<file path="config.mk">
export PLATFORM = sky130hd
export DESIGN_NAME = video_pixel_feeder
export DESIGN_NICKNAME = d
export VERILOG_FILES = /design/src/rtl/video_pixel_feeder.sv
export SDC_FILE = /design/constraint.sdc
export NUM_CORES = 1
export LEC_CHECK = 0
export ABC_AREA = 1
export CAP_MARGIN = 20
export CORE_ASPECT_RATIO = 0.7
export CORE_UTILIZATION = 35
export DETAILED_ROUTE_END_ITERATION = 6
export GPL_ROUTABILITY_DRIVEN = 0
export PLACE_DENSITY_LB_ADDON = 0.1
export SKIP_CTS_REPAIR_TIMING = 1
export SYNTH_ARGS = -nofsm -noshare
export SYNTH_HDL_FRONTEND = slang
export SYNTH_SLANG_ARGS = --single-unit
export TNS_END_PERCENT = 1
</file>
<file path="constraint.sdc">
create_clock -name pixel_clk -period 1.5 [get_ports pixel_clk]
set_input_delay 0.3 -clock pixel_clk [delete_from_list [all_inputs] [get_ports pixel_clk]]
set_output_delay 0.3 -clock pixel_clk [all_outputs]
set_load 0.005 [all_outputs]
</file>
<file path="src/rtl/video_pixel_feeder.sv">
// Pixel-stream feeder: pops stream pixels on active display cycles, aligns stream frames
// to the raster via start-of-frame markers, blanks and resynchronises on stream errors.
module video_pixel_feeder #(
    parameter int HDISP = 800,
    parameter int VDISP = 480,
    parameter int DW    = 24
) (
    input  logic          pixel_clk,
    input  logic          pixel_rst,
    input  logic [DW-1:0] in_data,
    input  logic          in_sof,
    input  logic          in_valid,
    output logic          in_ready,
    input  logic          tim_de,
    input  logic          tim_first,
    output logic [DW-1:0] rgb,
    output logic          rgb_de,
    output logic          locked,
    output logic          err_pulse,
    output logic [7:0]    err_count
);

    localparam int NPIX = HDISP * VDISP;
    localparam int CW   = (NPIX > 1) ? $clog2(NPIX) : 1;
    localparam logic [CW-1:0] LAST = CW'(NPIX - 1);

    typedef enum logic [1:0] {
        SYNC,
        WAIT_FRAME,
        RUN
    } state_t;

    state_t        state, state_nxt;
    logic [CW-1:0] pix_cnt, pix_cnt_nxt;
    logic          rdy, pop, show, err;

    logic [DW-1:0] rgb_p1;
    logic          vld_p1;
    logic          err_p1;
    logic [7:0]    err_cnt_p1;

    function automatic logic [7:0] sat_inc8(input logic [7:0] v);
        return (v == 8'hFF) ? v : v + 8'd1;
    endfunction

    function automatic logic [CW-1:0] wrap_inc(input logic [CW-1:0] v);
        return (v == LAST) ? '0 : v + CW'(1);
    endfunction

    always_comb begin
        state_nxt   = state;
        pix_cnt_nxt = pix_cnt;
        rdy         = 1'b0;
        err         = 1'b0;
        case (state)
            SYNC: begin
                // Drain stale pixels until a frame start sits at the head.
                pix_cnt_nxt = '0;
                rdy         = !(in_valid && in_sof);
                if (in_valid && in_sof)
                    state_nxt = WAIT_FRAME;
            end
            WAIT_FRAME: begin
                pix_cnt_nxt = '0;
                rdy         = tim_first;
                if (tim_first) begin
                    if (in_valid) begin
                        state_nxt   = RUN;
                        pix_cnt_nxt = wrap_inc('0);
                    end else begin
                        err       = 1'b1;
                        state_nxt = SYNC;
                    end
                end
            end
            RUN: begin
                if (tim_de) begin
                    // Checks ordered by error priority: underflow, short, long/missing SOF.
                    if (!in_valid) begin
                        err         = 1'b1;
                        state_nxt   = SYNC;
                        pix_cnt_nxt = '0;
                    end else if (in_sof && pix_cnt != '0) begin
                        err         = 1'b1;
                        state_nxt   = WAIT_FRAME;
                        pix_cnt_nxt = '0;
                    end else if (tim_first && (pix_cnt != '0 || !in_sof)) begin
                        err         = 1'b1;
                        state_nxt   = SYNC;
                        pix_cnt_nxt = '0;
                    end else begin
                        rdy         = 1'b1;
                        pix_cnt_nxt = wrap_inc(pix_cnt);
                    end
                end
            end
            default: begin
                state_nxt   = SYNC;
                pix_cnt_nxt = '0;
            end
        endcase
    end

    assign in_ready = pixel_rst && rdy;
    assign pop      = in_valid && in_ready;
    assign show     = pop && (state != SYNC);
    assign locked   = (state == RUN);

    always_ff @(posedge pixel_clk or negedge pixel_rst) begin
        if (!pixel_rst) begin
            state   <= SYNC;
            pix_cnt <= '0;
        end else begin
            state   <= state_nxt;
            pix_cnt <= pix_cnt_nxt;
        end
    end

    // Stage p1: registered pixel, display enable and error status.
    always_ff @(posedge pixel_clk or negedge pixel_rst) begin
        if (!pixel_rst) begin
            rgb_p1     <= '0;
            vld_p1     <= 1'b0;
            err_p1     <= 1'b0;
            err_cnt_p1 <= 8'd0;
        end else begin
            rgb_p1 <= show ? in_data : '0;
            vld_p1 <= tim_de;
            err_p1 <= err;
            if (err)
                err_cnt_p1 <= sat_inc8(err_cnt_p1);
        end
    end

    assign rgb       = rgb_p1;
    assign rgb_de    = vld_p1;
    assign err_pulse = err_p1;
    assign err_count = err_cnt_p1;

endmodule

</file>
==> results.sh, run 1 <==
export IMPL_die_y_um=78.02
export IMPL_rsz0062_at_grt="true"
export IMPL_powerDensity_nw_per_um2=996.4
export IMPL_maxCapViolCount=0
export IMPL_synth_area_leader_cell="dfrtp_1"
export IMPL_wl_per_cell_um=12.64
export IMPL_cts_tree="yes"
export IMPL_wl_met1_um=3789
export IMPL_clock_latency_ns=0.30
export IMPL_ys_flop_type="dfrtp_1"
export IMPL_hold_path_class="primary input to asynchronous set/reset pin"
export IMPL_nNetsFinal=531
export IMPL_fin_area_um2=4498
export IMPL_cts_reportedPaths_clkPinSlew_ns=0.08
export IMPL_p_leak_nw=2.183
export IMPL_fin_crit_sh_pct=131.4
export IMPL_endpoint_kind="output pin"
export IMPL_antenna_found_initial=0
export IMPL_crit_chain="inv_2 -> ha_2 -> nand2_1 -> nor2_1 -> nand3_2 -> nand2_2 -> nand3_4 -> nand3b_4 -> nand2_2 -> nor2_1 -> buf_2"
export IMPL_hpwlAfterDp_um=5816
export IMPL_seq_area_frac_synth_pct=47.64
export IMPL_dr_wl_met3_um=469
export IMPL_dieWidth_um=110.6
export IMPL_port_buffers=65
export IMPL_vias=2738
export IMPL_synth_most_common_cell="nand2_1"
export IMPL_worst_slew_pin_slew_ns=0.7212
export IMPL_synthArstFlopShare_pct=100.0
export IMPL_drc_errors=0
export IMPL_finalClockSkew_ns=0.008195
export IMPL_slew_headroom_pct=51.92
export IMPL_synth_seq_cells=55
export IMPL_fin_ws_ns=-0.4708
export IMPL_cts_root_buffer="clkbuf_16"
export IMPL_violations="negative setup slack"
export IMPL_start_kind="register"
export IMPL_grt_pass1_vias=2648
export IMPL_top_layer_used="met4"
export IMPL_ys_types=31
export IMPL_status="finished with violations"
export IMPL_netlist_area_leader_share_pct=47.64
export IMPL_required_ns=1.20
export IMPL_dieArea_um2=8628
export IMPL_fmax_ghz=0.5074
export IMPL_synth_area_um2=2889
export IMPL_h_tree_depth=2
export IMPL_wl_met2_um=3197
export IMPL_io_pins=66
export IMPL_max_stage_delay_ns=0.40
export IMPL_drive_above_1_share_pct=30.10
export IMPL_synthTopCellsByCount="nand2_1, inv_1, dfrtp_1, nor2_1, nor2_2"
export IMPL_syn_num_nets=381
export IMPL_cp_max_fo=2
export IMPL_num_antenna_cells=0
export IMPL_crit_arrival_ns=1.67
export IMPL_firstDrtPassIters=4
export IMPL_maxSlewViolCount=0
export IMPL_grt_max_degree=56
export IMPL_grt_usage_pct=18.55
export IMPL_synthToLayoutAreaGrowth_pct=55.69
export IMPL_hold_viol_final=0
export IMPL_hold_slack_ns=0.1361
export IMPL_rows=27
export IMPL_synth_cells=344
export IMPL_grt_pass1_wl_um=12620
export IMPL_crit_type="register to output pin"
export IMPL_drtIter0Drc=126
export IMPL_ys_top_cells_by_area="dfrtp_1, nand2_1, inv_1"
export IMPL_core_area_um2=7939
export IMPL_synth_warnings=0
export IMPL_initial_core_util_pct=36.39
export IMPL_detail_route_antenna_nets=0
export IMPL_vias_per_cell=4.594
export IMPL_cts_sinks=55
export IMPL_setup_viol=63
export IMPL_cts_buffers=5
export IMPL_vdd_ir_drop_worst_mv=0.6873
export IMPL_synth_avg_cell_area_um2=8.398
export IMPL_placed_area_um2=4274
export IMPL_cts_buffer_depth=2
export IMPL_critPathSlowestCell="dfrtp_1"
export IMPL_drt_total_wl_um=7532
export IMPL_min_period_ns=1.971
export IMPL_synth_edf_count=0
export IMPL_grt_ovfl_total=0
==> per-layer routing <==
| metal | up-vias | GRT usage (%) |
|---|---|---|
| met5 | - | 0 |
| met3 | 6 | 6.332 |
| li1 | 1401 | - |
| met4 | 0 | 6.400 |
| met2 | 71 | 27.33 |
| met1 | 1260 | 25.37 |
==> final cells by class <==
type | instances | area (µm²)
clock buffer | 5 | 125.1
clock inverter | 3 | 26.28
fill | 765 | 3441
inverter | 58 | 219.0
multi-input combinational | 225 | 1325
sequential | 55 | 1376
tap | 101 | 126.4
timing repair buffer | 149 | 1300
==> path summary, 6_finish.rpt <==
kind                                end         start  slack, ns  cells past startpoint
setup / recovery               in_ready    pix_cnt[1]      -0.47                     11
hold / removal              pix_cnt[15]     pixel_rst       0.14                      2
setup reg to reg               state[0]    pix_cnt[1]      -0.29                     11
hold reg to reg            err_count[3]  err_count[3]       0.54                      2
max in group asynchronous  err_count[6]     pixel_rst       0.86                      2
min in group pixel_clk           rgb[0]    in_data[0]       0.51                      3
==> state kept, by name, indices dropped and copies added, names as in the netlist <==
signal,count
err_count,8
err_pulse,1
pix_cnt,19
rgb,24
rgb_de,1
state,2
==> layout by cell type (no fill, tap or decap), drive strengths merged, types with 2 or more instances in the layout <==
| master | instances |
|---|---|
| buf | 86 |
| nand2 | 64 |
| clkdlybuf4s50 | 63 |
| inv | 59 |
| dfrtp | 55 |
| nor2 | 54 |
| nand3 | 26 |
| o21ai | 18 |
| nand4 | 15 |
| xor2 | 11 |
| o22ai | 7 |
| ha | 7 |
| a21oi | 6 |
| nor3 | 6 |
| clkbuf | 5 |
| xnor2 | 3 |
| a31oi | 2 |
| nand3b | 2 |
| clkinv | 2 |
==> kinds of logic after synthesis <==
group                      share of synthesized area [%]
adders and majority gates                          3.031
buffers and inverters                              9.354
and+or+nand+nor                                    28.71
DFF                                                47.64
AOI/OAI and AO/OA                                  7.016
xor gates and xnor gates                           4.244
==> worst max-delay path: cells and delay by family, from the launching register on <==
family | cells | cell delay, ns
flip-flops | 1 | 0.40
AND/OR/NAND/NOR | 8 | 0.64
adder cells (fa/ha/maj) | 1 | 0.15
buffers and inverters | 2 | 0.18
==> stage by stage <==
stage	setup TNS [ns]	cells	utilization [%]	power [mW]	worst slack, ns
3_3_place_gp	-14.70	587	53.84	3.214	-0.6740
6_report	-9.776	596	56.66	4.482	-0.4708
2_1_floorplan	-0.06550	344	-	2.370	-0.05522
4_1_cts	-11.27	595	55.74	4.475	-0.9474
3_5_place_dp	-15.59	587	53.84	3.232	-0.6813
5_1_grt	-16.90	596	56.66	4.748	-0.5810
==> where the power goes <==
part / switching, mW / total [mW] / internal [mW]
sequential: 0.0612 / 1.67 / 1.61
combinational: 0.782 / 1.60 / 0.816
clock: 0.580 / 1.22 / 0.636
Power figures use the tool's default switching activity.
==> run 2, diff against run 1 <==
--- a/config.mk
+++ b/config.mk
@@ -11,7 +11,6 @@
 export CORE_UTILIZATION = 35
 export DETAILED_ROUTE_END_ITERATION = 6
 export GPL_ROUTABILITY_DRIVEN = 0
-export PLACE_DENSITY_LB_ADDON = 0.1
 export SKIP_CTS_REPAIR_TIMING = 1
 export SYNTH_ARGS = -nofsm -noshare
 export SYNTH_HDL_FRONTEND = slang
==> run 2 against run 1 <==
Via count rose by 1.7%. First-iteration DRC count rose by 11%. Routed wire length shrank 0.23%. The run still ends with negative setup slack left. Clock-buffer cell count did not move. Register-to-register slack improved by 0.02 ns. Non-clock buffer count is 5 lower. Critical path depth is the same. Highest routed layer unchanged. Die area is the same.
==> results.sh, run 2 (synthesis gave the netlist of run 1 again) <==
export IMPL_rsz0062_at_grt="true"
export IMPL_port_buffers=65
export IMPL_nNetsFinal=526
export IMPL_initial_core_util_pct=36.39
export IMPL_hold_viol_final=0
export IMPL_status="finished with violations"
export IMPL_slew_headroom_pct=52.93
export IMPL_vias_per_cell=4.720
export IMPL_p_leak_nw=2.311
export IMPL_hpwlAfterDp_um=5636
export IMPL_cts_root_buffer="clkbuf_16"
export IMPL_grt_pass1_vias=2689
export IMPL_fin_cells=590
export IMPL_io_pins=66
export IMPL_final_cell_mix="buf_4, nand2_1, dfrtp_1"
export IMPL_core_area_um2=7939
export IMPL_use_met2_pct=27.70
export IMPL_dieWidth_um=110.6
export IMPL_cp_max_fo=2
export IMPL_grt_pass1_wl_um=12560
export IMPL_busiest_layer="met2"
export IMPL_detail_route_antenna_nets=0
export IMPL_violations="negative setup slack"
export IMPL_clock_latency_ns=0.30
export IMPL_grt_ovfl_total=0
export IMPL_layout_commonest_cell="buf_4"
export IMPL_grt_max_degree=56
export IMPL_grtUsageMet3_pct=6.873
export IMPL_synthToLayoutAreaGrowth_pct=55.91
export IMPL_die_y_um=78.02
export IMPL_fin_area_um2=4504
export IMPL_required_ns=1.20
export IMPL_largest_reg_flops=24
export IMPL_finalClockSkew_ns=0.006196
export IMPL_crit_arrival_ns=1.65
export IMPL_antenna_found_initial=0
export IMPL_drive_above_1_share_pct=30.67
export IMPL_grt_usage_pct=18.36
export IMPL_fmax_ghz=0.5119
export IMPL_endpoint_kind="output pin"
export IMPL_vdd_ir_drop_worst_mv=0.6321
export IMPL_placedCellCount=579
export IMPL_preCtsSetupSlack_ns=-0.7475
export IMPL_dieArea_um2=8628
export IMPL_maxCapViolCount=0
export IMPL_vias=2785
export IMPL_firstDrtPassIters=4
export IMPL_placed_area_um2=4214
export IMPL_start_kind="register"
export IMPL_drc_errors=0
export IMPL_wl_per_cell_um=12.74
export IMPL_final_util_pct=56.74
export IMPL_crit_type="register to output pin"
export IMPL_num_antenna_cells=0
export IMPL_powerDensity_nw_per_um2=978.5
export IMPL_fill_cells=723
export IMPL_fin_tns_setup_ns=-9.693
export IMPL_worst_slew_pin_slew_ns=0.7061
export IMPL_cts_sinks=55
export IMPL_cts_reportedPaths_clkPinSlew_ns=0.07
export IMPL_rows=27
export IMPL_cts_tree="yes"
export IMPL_hold_path_class="primary input to asynchronous set/reset pin"
export IMPL_cts_buffers=5
export IMPL_drtIter0Drc=140
export IMPL_h_tree_depth=2
export IMPL_fin_crit_sh_pct=130.2
export IMPL_maxSlewViolCount=0
export IMPL_fin_ws_ns=-0.4535
export IMPL_min_period_ns=1.954
export IMPL_drt_total_wl_um=7515
export IMPL_cts_buffer_depth=2
export IMPL_met1_usage_pct=25.17
export IMPL_setup_viol=55
run 2: worst max-delay path: stages (launching register included):
cell and delay (ns):
dfrtp_1 0.39, inv_2 0.09, ha_4 0.13, nand2_2 0.04, nor2_2 0.12, nand3_2 0.09
nand2_2 0.09, nand3_4 0.08, nand3b_4 0.09, nand2_2 0.06, nor2_1 0.07, buf_2 0.12
run 2: per-layer routing:
layer | wire [µm] | up-vias
met5 | 0 | -
met4 | 80 | 0
met3 | 618 | 12
met2 | 3247 | 91
met1 | 3569 | 1303
li1 | - | 1379
run 2: final timing paths:
kind	endpoint	depth (start not counted)	startpoint	slack [ns]
worst min-delay path	pix_cnt[9]	2	pixel_rst	0.20
min in group pixel_clk	rgb[1]	3	in_data[1]	0.52
max in group asynchronous	err_count[6]	2	pixel_rst	0.81
worst min register to register	err_count[4]	2	err_count[4]	0.53
worst max register to register	err_count[1]	14	pix_cnt[1]	-0.27
worst max-delay path	in_ready	11	pix_cnt[1]	-0.45
run 2: layout make-up:
class	count	area [µm²]	share of cell area (%)
Clock buffer	5	125.1	2.778
Clock inverter	2	16.27	0.3611
Inverter	58	219.0	4.861
Multi-Input combinational cell	225	1349	29.94
Sequential cell	55	1378	30.58
Tap cell	101	126.4	2.806
Timing Repair Buffer	144	1291	28.67
run 2: power breakdown:
part / internal (mW) / leakage [nW] / switching (mW)
Combinational: 0.798 / 1.49 / 0.794
Sequential: 1.61 / 0.756 / 0.0607
Clock: 0.616 / 0.0663 / 0.530
Total: 3.02 / 2.31 / 1.38
run 2: stage by stage:
stage	power, mW	hold WS (ns)
2_1_floorplan	2.370	0.004409
3_3_place_gp	3.193	0.5189
3_5_place_dp	3.209	0.5171
4_1_cts	4.386	0.2378
5_1_grt	4.701	0.2653
6_report	4.408	0.2019
